### src/rtl/start_token_srl_fifo_pkg.sv
// start_token_srl_fifo_pkg: shared sizing helpers for the start-token SRL FIFO
package start_token_srl_fifo_pkg;
  function automatic int clog2_min(input int n);
    int b = 1;
    while ((1 << b) < n) b++;
    return b;
  endfunction
  function automatic bit depth_fits(input int depth, input int aw);
    return (depth >= 1) && (clog2_min(depth) <= aw);
  endfunction
endpackage

### src/rtl/start_token_srl_store.sv
// start_token_srl_store: shift-in, addressed-read store that maps onto SRL primitives
module start_token_srl_store #(
  parameter int DATA_WIDTH = 1,
  parameter int ADDR_WIDTH = 1,
  parameter int DEPTH = 2
) (
  input  logic                  clk,
  input  logic                  we,
  input  logic [ADDR_WIDTH-1:0] addr,
  input  logic [DATA_WIDTH-1:0] din,
  output logic [DATA_WIDTH-1:0] dout
);
  logic [DATA_WIDTH-1:0] mem [2**ADDR_WIDTH];
  always_ff @(posedge clk)
    if (we) begin
      mem[0] <= din;
      for (int i = 0; i < DEPTH - 1; i++) mem[i+1] <= mem[i];
    end
  assign dout = mem[addr];
endmodule

### src/rtl/start_token_srl_fifo.sv
// start_token_srl_fifo: FWFT FIFO for start tokens built on a shift-register store
module start_token_srl_fifo
  import start_token_srl_fifo_pkg::*;
#(
  parameter int DATA_WIDTH = 1,
  parameter int ADDR_WIDTH = 1,
  parameter int DEPTH = 2
) (
  input  logic                  ap_clk,
  input  logic                  ap_rst_n,
  output logic                  if_full_n,
  input  logic                  if_write_ce,
  input  logic                  if_write,
  input  logic [DATA_WIDTH-1:0] if_din,
  output logic                  if_empty_n,
  input  logic                  if_read_ce,
  input  logic                  if_read,
  output logic [DATA_WIDTH-1:0] if_dout,
  output logic [ADDR_WIDTH:0]   count
);
  localparam logic [ADDR_WIDTH:0] FULL = (ADDR_WIDTH+1)'(DEPTH);
  if (!depth_fits(DEPTH, ADDR_WIDTH)) begin : g_bad_depth
    $error("DEPTH must be >= 1 and fit in 2**ADDR_WIDTH");
  end
  logic wr, rd;
  logic [ADDR_WIDTH:0] count_next;
  logic [ADDR_WIDTH-1:0] raddr;
  assign wr = if_write_ce & if_write & if_full_n;
  assign rd = if_read_ce & if_read & if_empty_n;
  // a simultaneous shift+retire leaves the oldest live token at the same address
  assign raddr = (DEPTH == 1) ? '0 : ADDR_WIDTH'(count - 1'b1);
  always_comb
    count_next = (wr & ~rd) ? count + 1'b1 : (rd & ~wr) ? count - 1'b1 : count;
  always_ff @(posedge ap_clk or negedge ap_rst_n)
    if (!ap_rst_n) begin
      count      <= '0;
      if_full_n  <= 1'b1;
      if_empty_n <= 1'b0;
    end else begin
      count      <= count_next;
      if_full_n  <= count_next != FULL;
      if_empty_n <= count_next != '0;
    end
  start_token_srl_store #(
    .DATA_WIDTH(DATA_WIDTH),
    .ADDR_WIDTH(ADDR_WIDTH),
    .DEPTH(DEPTH)
  ) u_store (
    .clk (ap_clk),
    .we  (wr),
    .addr(raddr),
    .din (if_din),
    .dout(if_dout)
  );
endmodule

### config.mk
export PLATFORM = sky130hd
export DESIGN_NAME = start_token_srl_fifo
export DESIGN_NICKNAME = d
export VERILOG_FILES = /design/src/rtl/start_token_srl_fifo_pkg.sv /design/src/rtl/start_token_srl_store.sv /design/src/rtl/start_token_srl_fifo.sv
export SDC_FILE = /design/constraint.sdc
export NUM_CORES = 1
export LEC_CHECK = 0
export ABC_AREA = 1
export BUFFER_PORTS_ARGS = -buffer_cell sky130_fd_sc_hd__buf_2
export CAP_MARGIN = 10
export CORE_AREA = 2 2 39 41
export CTS_CLUSTER_DIAMETER = 120
export DETAILED_ROUTE_END_ITERATION = 6
export DIE_AREA = 0 0 41 43
export GPL_TIMING_DRIVEN = 0
export PLACE_DENSITY = 0.55
export SYNTH_ARGS = -nofsm -noshare
export SYNTH_HDL_FRONTEND = slang
export SYNTH_SLANG_ARGS = --single-unit
### constraint.sdc
create_clock -name ap_clk -period 2.9 [get_ports ap_clk]
set_clock_uncertainty 0.1 [all_clocks]
set_input_delay 0.58 -clock ap_clk [delete_from_list [all_inputs] [get_ports ap_clk]]
set_output_delay 0.58 -clock ap_clk [all_outputs]
set_load 0.02 [all_outputs]
After elaboration in Yosys (flattened, before gate mapping)
Memories as Yosys holds them, arrays and structs flattened. Index checks and enable logic that the tools add are counted.

$add $sub $neg: 2. Eq/ne operators: 1. Multiplexer cells: 4. Bitwise logic cells: 8. Reductions and logical operators: 1.

Operators with widths (count): bitwise AND 1 bit (6); 2-to-1 mux 2 bit (2); adder 2 x 1 -> 2 bit, second input constant (1); 2-to-1 mux 1 bit (2); != test 2 bit, second input constant (1); NOT 1 bit (2); nonzero test 2 bit (1); subtractor 2 x 1 -> 2 bit, second input constant (1).

Bits in registers: 4. Bits in writable memories: 2. Output and inout port bits: 5. Memories: 1.

Memories: u_store.mem (depth 2, bits a word 1, read ports 2, clocked after memory_dff 0, write ports 2, RTL line start_token_srl_store.sv:13) `logic [DATA_WIDTH-1:0] mem [2**ADDR_WIDTH];`.

Logic depth before layout (Yosys ltp)
Depth after elaboration: 7. Mapped depth: 9. Gate-level depth less buffers: 9.

Modules after synthesis
Synthesis repeated with hierarchy kept, for this count alone.

Cells, all modules: 39. Area total of the unflattened synthesis: 310.3 um^2.

By module, submodules not included: start_token_srl_fifo (instances 1, cells each 33, area each 235.2 um^2, seq. area each 101.3 um^2); start_token_srl_store (instances 1, cells each 6, area each 75.1 um^2, seq. area each 60.1 um^2).

Worst setup path before layout
No wires, ideal clock.

Path type: register -> output. Start: register count[0]. End: output port if_dout. Arrival time: 755 ps. Setup slack: 1465 ps. Stages on the path, launching flop included: 4. Path buffers: 0. Path through: dfrtp_1 > inv_2 > nand2_1 > nand2_1.

Word-level cells in the longest chain between the ends: 2.

Ends and longest elaborated chain: start, declared (RTL line start_token_srl_fifo.sv:19) `output logic [ADDR_WIDTH:0] count`; start signal, assigned (RTL line start_token_srl_fifo.sv:40) `count <= count_next;`; subtractor 2 x 1 -> 2 bit; memory read (2 x 1 bit); end, declared (RTL line start_token_srl_fifo.sv:18) `output logic [DATA_WIDTH-1:0] if_dout,`.

No other way between the ends.

Worst setup path after layout
Same ends and word-level chain as after synthesis.

==> impl_metrics.py <==
metrics = {
    "run_status": {
        "status": "complete, no violations",
    },
    "place": {
        "port_buffers": 11,
        "dp_hpwl_um": 470,
        "dpl_cell_area_um2": 389,
        "gp_congestion": 0.651,
    },
    "floorplanning": {
        "fp-row-count": 14,
        "core_mm2": 0.00138,
        "start_util_pct": 22.7,
        "die_x_um": 41,
        "dieArea_mm2": 0.00176,
        "die_y_um": 43,
        "ios": 12,
    },
    "worst_setup_path": {
        "path_delay_family": "flip-flops",
        "setup.worst_path.start_class": "flip-flop",
        "crit_path_max_incr_delay_ps": 420,
        "worst_setup_path_end_kind": "output pin",
        "required_ps": 2220,
        "crit_buf_inv": 2,
        "crit_chain": "inv_2 -> nand2_1 -> nand2_1 -> buf_2",
        "cp.depth": 4,
        "crit_top_cell": "nand2_1",
        "rr_worst_depth": 7,
        "path_class": "flip-flop to output pin",
        "slowest_stage": "dfrtp_1",
        "worstPathArrival_ps": 990,
        "cp_max_fo": 5,
    },
    "clocking": {
        "clk_pin_slew_ps": 40,
        "cts_buffer_depth": 2,
        "worstSkewPairLatency_ps": 250,
        "h-tree-depth": 1,
        "clock_tree.root_cell": "clkbuf_4",
        "tritoncts": "yes",
        "cts_buffers": 3,
        "cts_hold_buf": 0,
        "cts_resized": 0,
        "cts.sinks": 6,
        "cts_setup_buffers": 0,
    },
    "sta": {
        "setup_violations": 0,
        "period_share_pct": 57.5,
        "rsz0062_at_grt": "false",
        "tns_ps": 0,
        "relSlewSlack_pct": 89.2,
        "slew_viol_final": 0,
        "hold_viol_final": 0,
        "fmax_mhz": 600,
        "fin_crit_ps": 1670,
        "worstMarginPinSlew_ps": 163,
    },
    "synth": {
        "syn-num-nets": 45,
        "syn_area_per_cell_um2": 8.26,
        "syn_area_um2": 314,
        "syn_inst": 38,
        "ys_warn_count": 0,
        "synth-seq-cells": 6,
        "synth_seq_area_share_pct": 51.4,
        "ys_types": 11,
    },
    "power": {
        "cellInternalPower_mw": 0.236,
        "clkPwrFrac_pct": 19.8,
        "combPwrFrac_pct": 45.9,
        "swShare_pct": 43.0,
        "switchingPower_mw": 0.179,
        "ir_drop_uv": 232,
        "p_seq_share_pct": 34.3,
        "p_per_area_mw_per_mm2": 999,
        "p_leak_nw": 0.229,
    },
    "grt": {
        "grt_pass1_wl_um": 903,
        "grt_usage_pct": 8.38,
        "antenna_found_initial": 0,
        "grt_pass1_vias": 241,
        "grt_max_degree": 6,
        "overflow": 0,
    },
    "worst_hold_path": {
        "hold_path_class": "input port to async pin",
    },
    "cells_and_area": {
        "layout-drive-gt1-share_pct": 45.3,
        "fin_nets": 61,
        "stdcell_area_um2": 415,
        "area_delta_synth_final_pct": 32.3,
        "diodes": 0,
    },
    "detailed_routing": {
        "drt_iter0_drc": 2,
        "wl_um": 566,
        "first_pass_iters": 4,
        "drc": 0,
        "routed_via_density": 3.88,
        "ant_nets": 0,
        "wl_per_cell_um": 8.20,
        "vias": 268,
    },
    "flow_run": {
        "drv_cap": 0,
    },
}
cells in the final DEF, fill, tap and decap left out:
cell	count
nand2_2	4
nand2_1	14
inv_2	2
edfxtp_1	2
nor2_2	1
nand3_1	4
dfrtp_1	3
clkbuf_4	3
inv_1	5
nand2_4	1
buf_2	11
dfstp_2	1
nor2_4	1
clkbuf_1	1
power groups by stage:
stage	clock [mW]	sequential (mW)	combinational (mW)
floorplan	0	0.171	0.113
global placement	0	0.145	0.189
detailed placement	0	0.145	0.193
CTS	0.0883	0.144	0.194
global route	0.0906	0.147	0.217
finish	0.0822	0.143	0.190
cells by family (layout without fill, tap and decap cells):
group | after synthesis | after routing | synth area share (%)
flip-flops | 6 | 6 | 51.4
AND/OR/NAND/NOR | 25 | 25 | 40.2
buffers and inverters | 7 | 22 | 8.37
routing by layer:
layer / wire (um) / up-vias / GRT usage, %
li1: - / 142 / -
met1: 251 / 120 / 7.87
met2: 285 / 6 / 11.6
met5: 0 / - / 0
met3: 29 / 0 / 6.81
met4: 0 / 0 / 6.00
cell type report:
class | count | area [um2]
Multi-Input combinational cell | 25 | 126
Tap cell | 16 | 20.0
Fill cell | 155 | 968
Inverter | 7 | 26.3
Clock buffer | 4 | 26.3
Sequential cell | 6 | 161
Timing Repair Buffer | 11 | 55.1
sequential cells by signal (all words and copies together), names as in the netlist:
name and count:
count 2, if_full_n 1, u_store.mem 2, if_empty_n 1
metrics by stage:
stage	hold slack, ps	std cells	util, %	setup slack [ps]	total power [mW]
after floorplan	184	38	-	1460	0.284
after global placement	288	65	28.1	1480	0.333
after detailed placement	288	65	28.1	1470	0.338
after CTS	26.1	69	30.0	1210	0.426
after global routing	28.9	69	30.0	1170	0.455
final	35.5	69	30.0	1230	0.415
synthesized netlist by cell type:
cell / instances / area (um2)
nand2_1: 14 / 52.6
nor2_2: 1 / 6.26
dfstp_2: 1 / 26.3
nand2_4: 1 / 11.3
edfxtp_1: 2 / 60.1
dfrtp_1: 3 / 75.1
nor2_4: 1 / 11.3
nand3_1: 4 / 20.0
nand2_2: 4 / 25.0
inv_2: 2 / 7.51
inv_1: 5 / 18.8
final timing paths:
check                                from             end  slack [ps]
max                              count[0]         if_dout        1230
min                              ap_rst_n        count[1]          40
max reg2reg                     if_full_n      if_empty_n        1600
min reg2reg                u_store.mem[0]  u_store.mem[1]         360
max in group asynchronous        ap_rst_n       if_full_n        2470
min in group ap_clk        u_store.mem[0]  u_store.mem[1]         360
worst register-to-register path, stage by stage, from the launching register on:
cell and delay, ps:
dfstp_2 530, inv_1 60, nor2_4 140, nand2_2 80, nand2_1 60, nand2_1 40
nand2_1 110, nand2_2 60
Power figures use the tool's default switching activity.
